<file path="src/rtl/peri_pkg.sv">
// peri_pkg: opcodes, widths and FSM states shared by the arbiter and the sum/counter peripheral
package peri_pkg;
  localparam int DATA_W = 32;
  localparam int OP_W = 3;
  localparam logic [OP_W-1:0] OP_CLR = 3'd0;
  localparam logic [OP_W-1:0] OP_ACC = 3'd1;
  localparam logic [OP_W-1:0] OP_RD_SUM = 3'd2;
  localparam logic [OP_W-1:0] OP_RD_CNT = 3'd3;
  localparam logic [OP_W-1:0] OP_RD_ZERO = 3'd4;
  localparam logic [OP_W-1:0] OP_NOP = 3'd7;
  typedef enum logic [1:0] {IDLE, ISSUE, DONE} state_t;
endpackage

</file>
<file path="src/rtl/rr_pick2.sv">
// rr_pick2: two-way round-robin pick; on a tie the requester not granted last wins
module rr_pick2 (
  input  logic req0,
  input  logic req1,
  input  logic last_grant,
  output logic valid,
  output logic idx
);
  assign valid = req0 | req1;
  assign idx = (req0 & req1) ? ~last_grant : req1;
endmodule

</file>
<file path="src/rtl/peri_arbiter.sv">
// peri_arbiter: shares one sum/counter peripheral between two requesters, one transaction per 3 cycles
module peri_arbiter #(
  parameter int DATA_W = peri_pkg::DATA_W,
  parameter int OP_W = peri_pkg::OP_W,
  parameter logic [OP_W-1:0] OP_NOP = peri_pkg::OP_NOP
) (
  input  logic              clk,
  input  logic              rst,
  input  logic              req0,
  input  logic [OP_W-1:0]   op0,
  input  logic [DATA_W-1:0] wdata0,
  output logic              gnt0,
  output logic              done0,
  output logic [DATA_W-1:0] rdata0,
  output logic              err0,
  input  logic              req1,
  input  logic [OP_W-1:0]   op1,
  input  logic [DATA_W-1:0] wdata1,
  output logic              gnt1,
  output logic              done1,
  output logic [DATA_W-1:0] rdata1,
  output logic              err1,
  output logic [OP_W-1:0]   peri_opcode,
  output logic [DATA_W-1:0] peri_wdata,
  input  logic [DATA_W-1:0] peri_rdata,
  output logic              busy
);
  import peri_pkg::*;
  state_t state;
  logic last_grant;
  logic win;
  logic pick_valid;
  logic pick_idx;
  logic illegal;
  logic rd_op;
  logic [OP_W-1:0] op_q;
  logic [DATA_W-1:0] wdata_q;
  logic [DATA_W-1:0] rd_val;
  rr_pick2 u_pick (
    .req0       (req0),
    .req1       (req1),
    .last_grant (last_grant),
    .valid      (pick_valid),
    .idx        (pick_idx)
  );
  // reset overrides the opcode so nothing reaches the peripheral in a reset cycle
  always_comb begin
    illegal = op_q > OP_W'(OP_RD_ZERO);
    rd_op = (op_q >= OP_W'(OP_RD_SUM)) && !illegal;
    rd_val = rd_op ? peri_rdata : '0;
    peri_opcode = (rst || state != ISSUE || illegal) ? OP_NOP : op_q;
    peri_wdata = (state == ISSUE) ? wdata_q : '0;
    busy = state != IDLE;
  end
  always_ff @(posedge clk) begin
    if (rst) begin
      state <= IDLE;
      last_grant <= 1'b1;
      win <= 1'b0;
      op_q <= OP_NOP;
      wdata_q <= '0;
      {gnt0, gnt1, done0, done1, err0, err1} <= '0;
      rdata0 <= '0;
      rdata1 <= '0;
    end else begin
      {gnt0, gnt1, done0, done1, err0, err1} <= '0;
      case (state)
        IDLE: if (pick_valid) begin
          state <= ISSUE;
          win <= pick_idx;
          last_grant <= pick_idx;
          op_q <= pick_idx ? op1 : op0;
          wdata_q <= pick_idx ? wdata1 : wdata0;
          gnt0 <= !pick_idx;
          gnt1 <= pick_idx;
        end
        ISSUE: begin
          state <= DONE;
          done0 <= !win;
          done1 <= win;
          err0 <= !win && illegal;
          err1 <= win && illegal;
          if (win) rdata1 <= rd_val;
          else rdata0 <= rd_val;
        end
        default: state <= IDLE;
      endcase
    end
  end
endmodule

</file>
<file path="config.mk">
export PLATFORM = sky130hd
export DESIGN_NAME = peri_arbiter
export DESIGN_NICKNAME = d
export VERILOG_FILES = /design/src/rtl/peri_pkg.sv /design/src/rtl/rr_pick2.sv /design/src/rtl/peri_arbiter.sv
export SDC_FILE = /design/constraint.sdc
export NUM_CORES = 1
export LEC_CHECK = 0
export CAP_MARGIN = 20
export CORE_ASPECT_RATIO = 2
export CORE_UTILIZATION = 38
export DETAILED_ROUTE_END_ITERATION = 12
export PLACE_DENSITY_LB_ADDON = 0.2
export SLEW_MARGIN = 40
export SYNTH_ARGS = -nofsm -noshare
export SYNTH_HDL_FRONTEND = slang
export SYNTH_HIERARCHICAL = 1
export SYNTH_SLANG_ARGS = --single-unit
</file>
<file path="constraint.sdc">
create_clock -name clk -period 1.2 [get_ports clk]
set_input_delay 0.24 -clock clk [delete_from_list [all_inputs] [get_ports clk]]
set_output_delay 0.24 -clock clk [all_outputs]
set_load 0.05 [all_outputs]
</file>
==> reports/metrics.yaml <==
worst_setup_path:
  path_cells: "nor2b_4 -> buf_6 -> buf_6 -> and2_4 -> buf_12"
  reg2reg_depth: 9
  critPathSlowestCell: "dfxtp_4"
  cp-start-kind: "flip-flop"
  cp_slowest_stage_delay_ns: 0.37
  cp_num_buf_inv: 3
  critPathMaxFanout: 8
  cpMostUsedCell: "buf_6"
  timing.rr.start: "state[0]"
  critPathTopFamily: "buffers and inverters"
  reg2reg_to: "wdata_q[14]"
  rrSetupSlack_ns: -0.41
  critPathKind: "reg2out"
  worstPathArrival_ns: 1.42
  cp.required_ns: 0.96
  worst_setup_path_end_kind: "output port"
logic_synthesis:
  synthesis.nets: 473
  syn_area_mm2: 0.00464
  synth_area_leaders: "dfxtp_1 47%, o2bb2ai_2 19%, mux2i_1 7.5%"
  synth_edf_count: 0
  synth-seq-cells: 109
  yosys-top-cells-count: "109 x dfxtp_1, 60 x o2bb2ai_2, 36 x o2bb2ai_1"
  syn_inst: 367
  yosysUniqueCellTypes: 34
  synth.most_common_cell: "dfxtp_1"
  yosysSeqAreaShare: 0.470
  ys.flop_type: "dfxtp_1"
  synth_top_area_frac: 0.470
  async_flop_share: 0
  synth_largest_area_cell: "dfxtp_1"
  syn_avg_cell_area_um2: 12.7
  yosysWarnings: 6
clocking:
  worstSkewPairLatency_ns: 0.35
  cts.sink_count: 109
  cts_buffers: 9
  cts.clk_slew.worst_paths_ns: 0.08
  cts_tree: "yes"
  clock_path_buffers: 2
  htree_num_levels: 3
  cts_root_buf: "clkbuf_16"
timing:
  fmax_mhz: 604
  relSlewSlack: 0.712
  setup_viol: 141
  finalSetupTns_ns: -48.70
  finalCriticalPeriod_ns: 1.66
  setup_ws_ns: -0.456
  rsz0062_at_grt: "true"
  finalHoldViolCount: 0
  drv_slew: 0
  finalClockSkew_ns: 0.0103
  worstMarginPinSlew_ns: 0.420
  fin_crit_sh: 1.38
die:
  die-area_mm2: 0.0127
  die_w_um: 80.2
  num_rows: 56
  io_pins: 212
  core_mm2: 0.0118
  fp.dieH_um: 158
  start_util: 0.392
pwr:
  irDropWorstVdd_uv: 883
  p_leak_uw: 0.00388
  power_uw: 9740
  p_per_area_mw_per_mm2: 959
hold_path:
  min_from: "wdata_q[8]"
  hold_end: "wdata_q[8]"
  min_path_type: "reg2reg"
  holdPathStages: 1
layout:
  drive_above_1_share: 0.584
  fillers: 494
  finish.instance_area_mm2: 0.0102
  n_antenna_cell: 0
  area_growth_pct: 119
  nets: 747
detailed_routing:
  via_count: 4158
  antenna_left: 0
  wl_per_cell_um: 23.7
  drc: 0
  drt_pass1_iterations: 4
  drt-total-wl_um: 18800
  drtIter0Drc: 173
  viasPerCell: 5.26
grt:
  grt_pass1_vias: 4600
  grt_max_degree: 25
  antenna_found_initial: 0
  grt_overflow: 0
  grt_pass1_wl_um: 25600
  grtUsageTotal: 0.276
placed_design:
  portBuffers: 211
  hpwl_um: 10200
  place_ws_ns: -0.498
  gp_congestion: 0.780
  dpl_cell_area_mm2: 0.00826
job:
  drv_cap: 0
status:
  status: "complete, but fails checks"
  violations: "setup timing"
-- cells by family after synthesis --
family,count (synthesis),share of synthesized area
AND/OR/NAND/NOR,82,0.121
flip-flops,109,0.470
buffers and inverters,31,0.0447
multiplexers,35,0.0754
AO/OA/AOI/OAI,110,0.289
-- layout by cell type (no fill, tap or decap), drive strengths merged, types with 3 or more instances in the layout --
cell type      instances
clkdlybuf4s50        105
nor2b                  4
nor3b                  4
dfxtp                109
a2bb2oi                3
clkbuf                13
clkinv                 3
buf                  183
inv                    5
and2                  34
nand2b                33
a21oi                  4
nor2                   3
mux2i                 35
o2bb2ai               96
-- registers in the layout, summed over array words and instances (netlist names) --
register    count
done0           1
done1           1
err0            1
err1            1
gnt0            1
gnt1            1
last_grant      1
op_q            3
rdata0         32
rdata1         32
state           2
wdata_q        32
win             1
-- power by group --
part           switching, uW  internal, uW  leakage, uW
Combinational           1270          1540      0.00284
Clock                   1450          1510     0.000147
Sequential               186          3780     0.000897
Total                   2910          6830      0.00388
-- metal layers --
metal,part of all wire,GRT usage
met5,0,0
met4,0.043,0.132
met1,0.31,0.239
met3,0.058,0.0619
met2,0.59,0.566
-- worst reg2reg max path: stages (launching register included) --
cell and delay [ns]:
dfxtp_2 0.33, buf_4 0.14, buf_6 0.12, nor2_4 0.12, buf_6 0.12, buf_6 0.10
nand3b_4 0.13, buf_12 0.19, buf_16 0.15, o2bb2ai_4 0.14
-- layout make-up --
class,count,area (um^2),area share
inverters,2,10.0,0.000986
well taps,145,181,0.0179
flip-flops and latches,109,2210,0.218
clock inverters,6,53.8,0.00530
multi-input cells,227,3060,0.302
clock buffers,10,239,0.0235
repair buffers,292,4400,0.433
-- stage by stage --
| step | util | instances | hold slack [ns] |
|---|---|---|---|
| floorplan | - | 367 | 0.420 |
| global placement | 0.697 | 725 | 0.437 |
| detailed placement | 0.697 | 725 | 0.448 |
| CTS | 0.819 | 787 | 0.474 |
| global route | 0.858 | 791 | 0.491 |
| finish | 0.858 | 791 | 0.477 |
-- worst max-delay path by stage --
stage / slack (ns) / start / cells after the start / endpoint
finish: -0.46 / state[1] / 5 / peri_wdata[28]
global route: -0.51 / state[0] / 5 / peri_wdata[25]
CTS: -0.45 / state[1] / 5 / peri_wdata[17]
detailed placement: -0.50 / req1 / 5 / wdata_q[19]
global placement: -0.43 / req1 / 5 / wdata_q[4]
floorplan: -0.08 / rst / 3 / peri_opcode[0]
-- timing repair --
action | 4_1_cts | 5_1_grt
resized for setup | 92 | 79
pin swaps | 15 | 39
hold buffers | 0 | 0
endpoints found under the hold margin | 0 | 0
gates cloned | 17 | 4
endpoints found under the setup margin | 135 | 147
buffers inserted | 29 | 13
(Power assumes the default switching activity.)
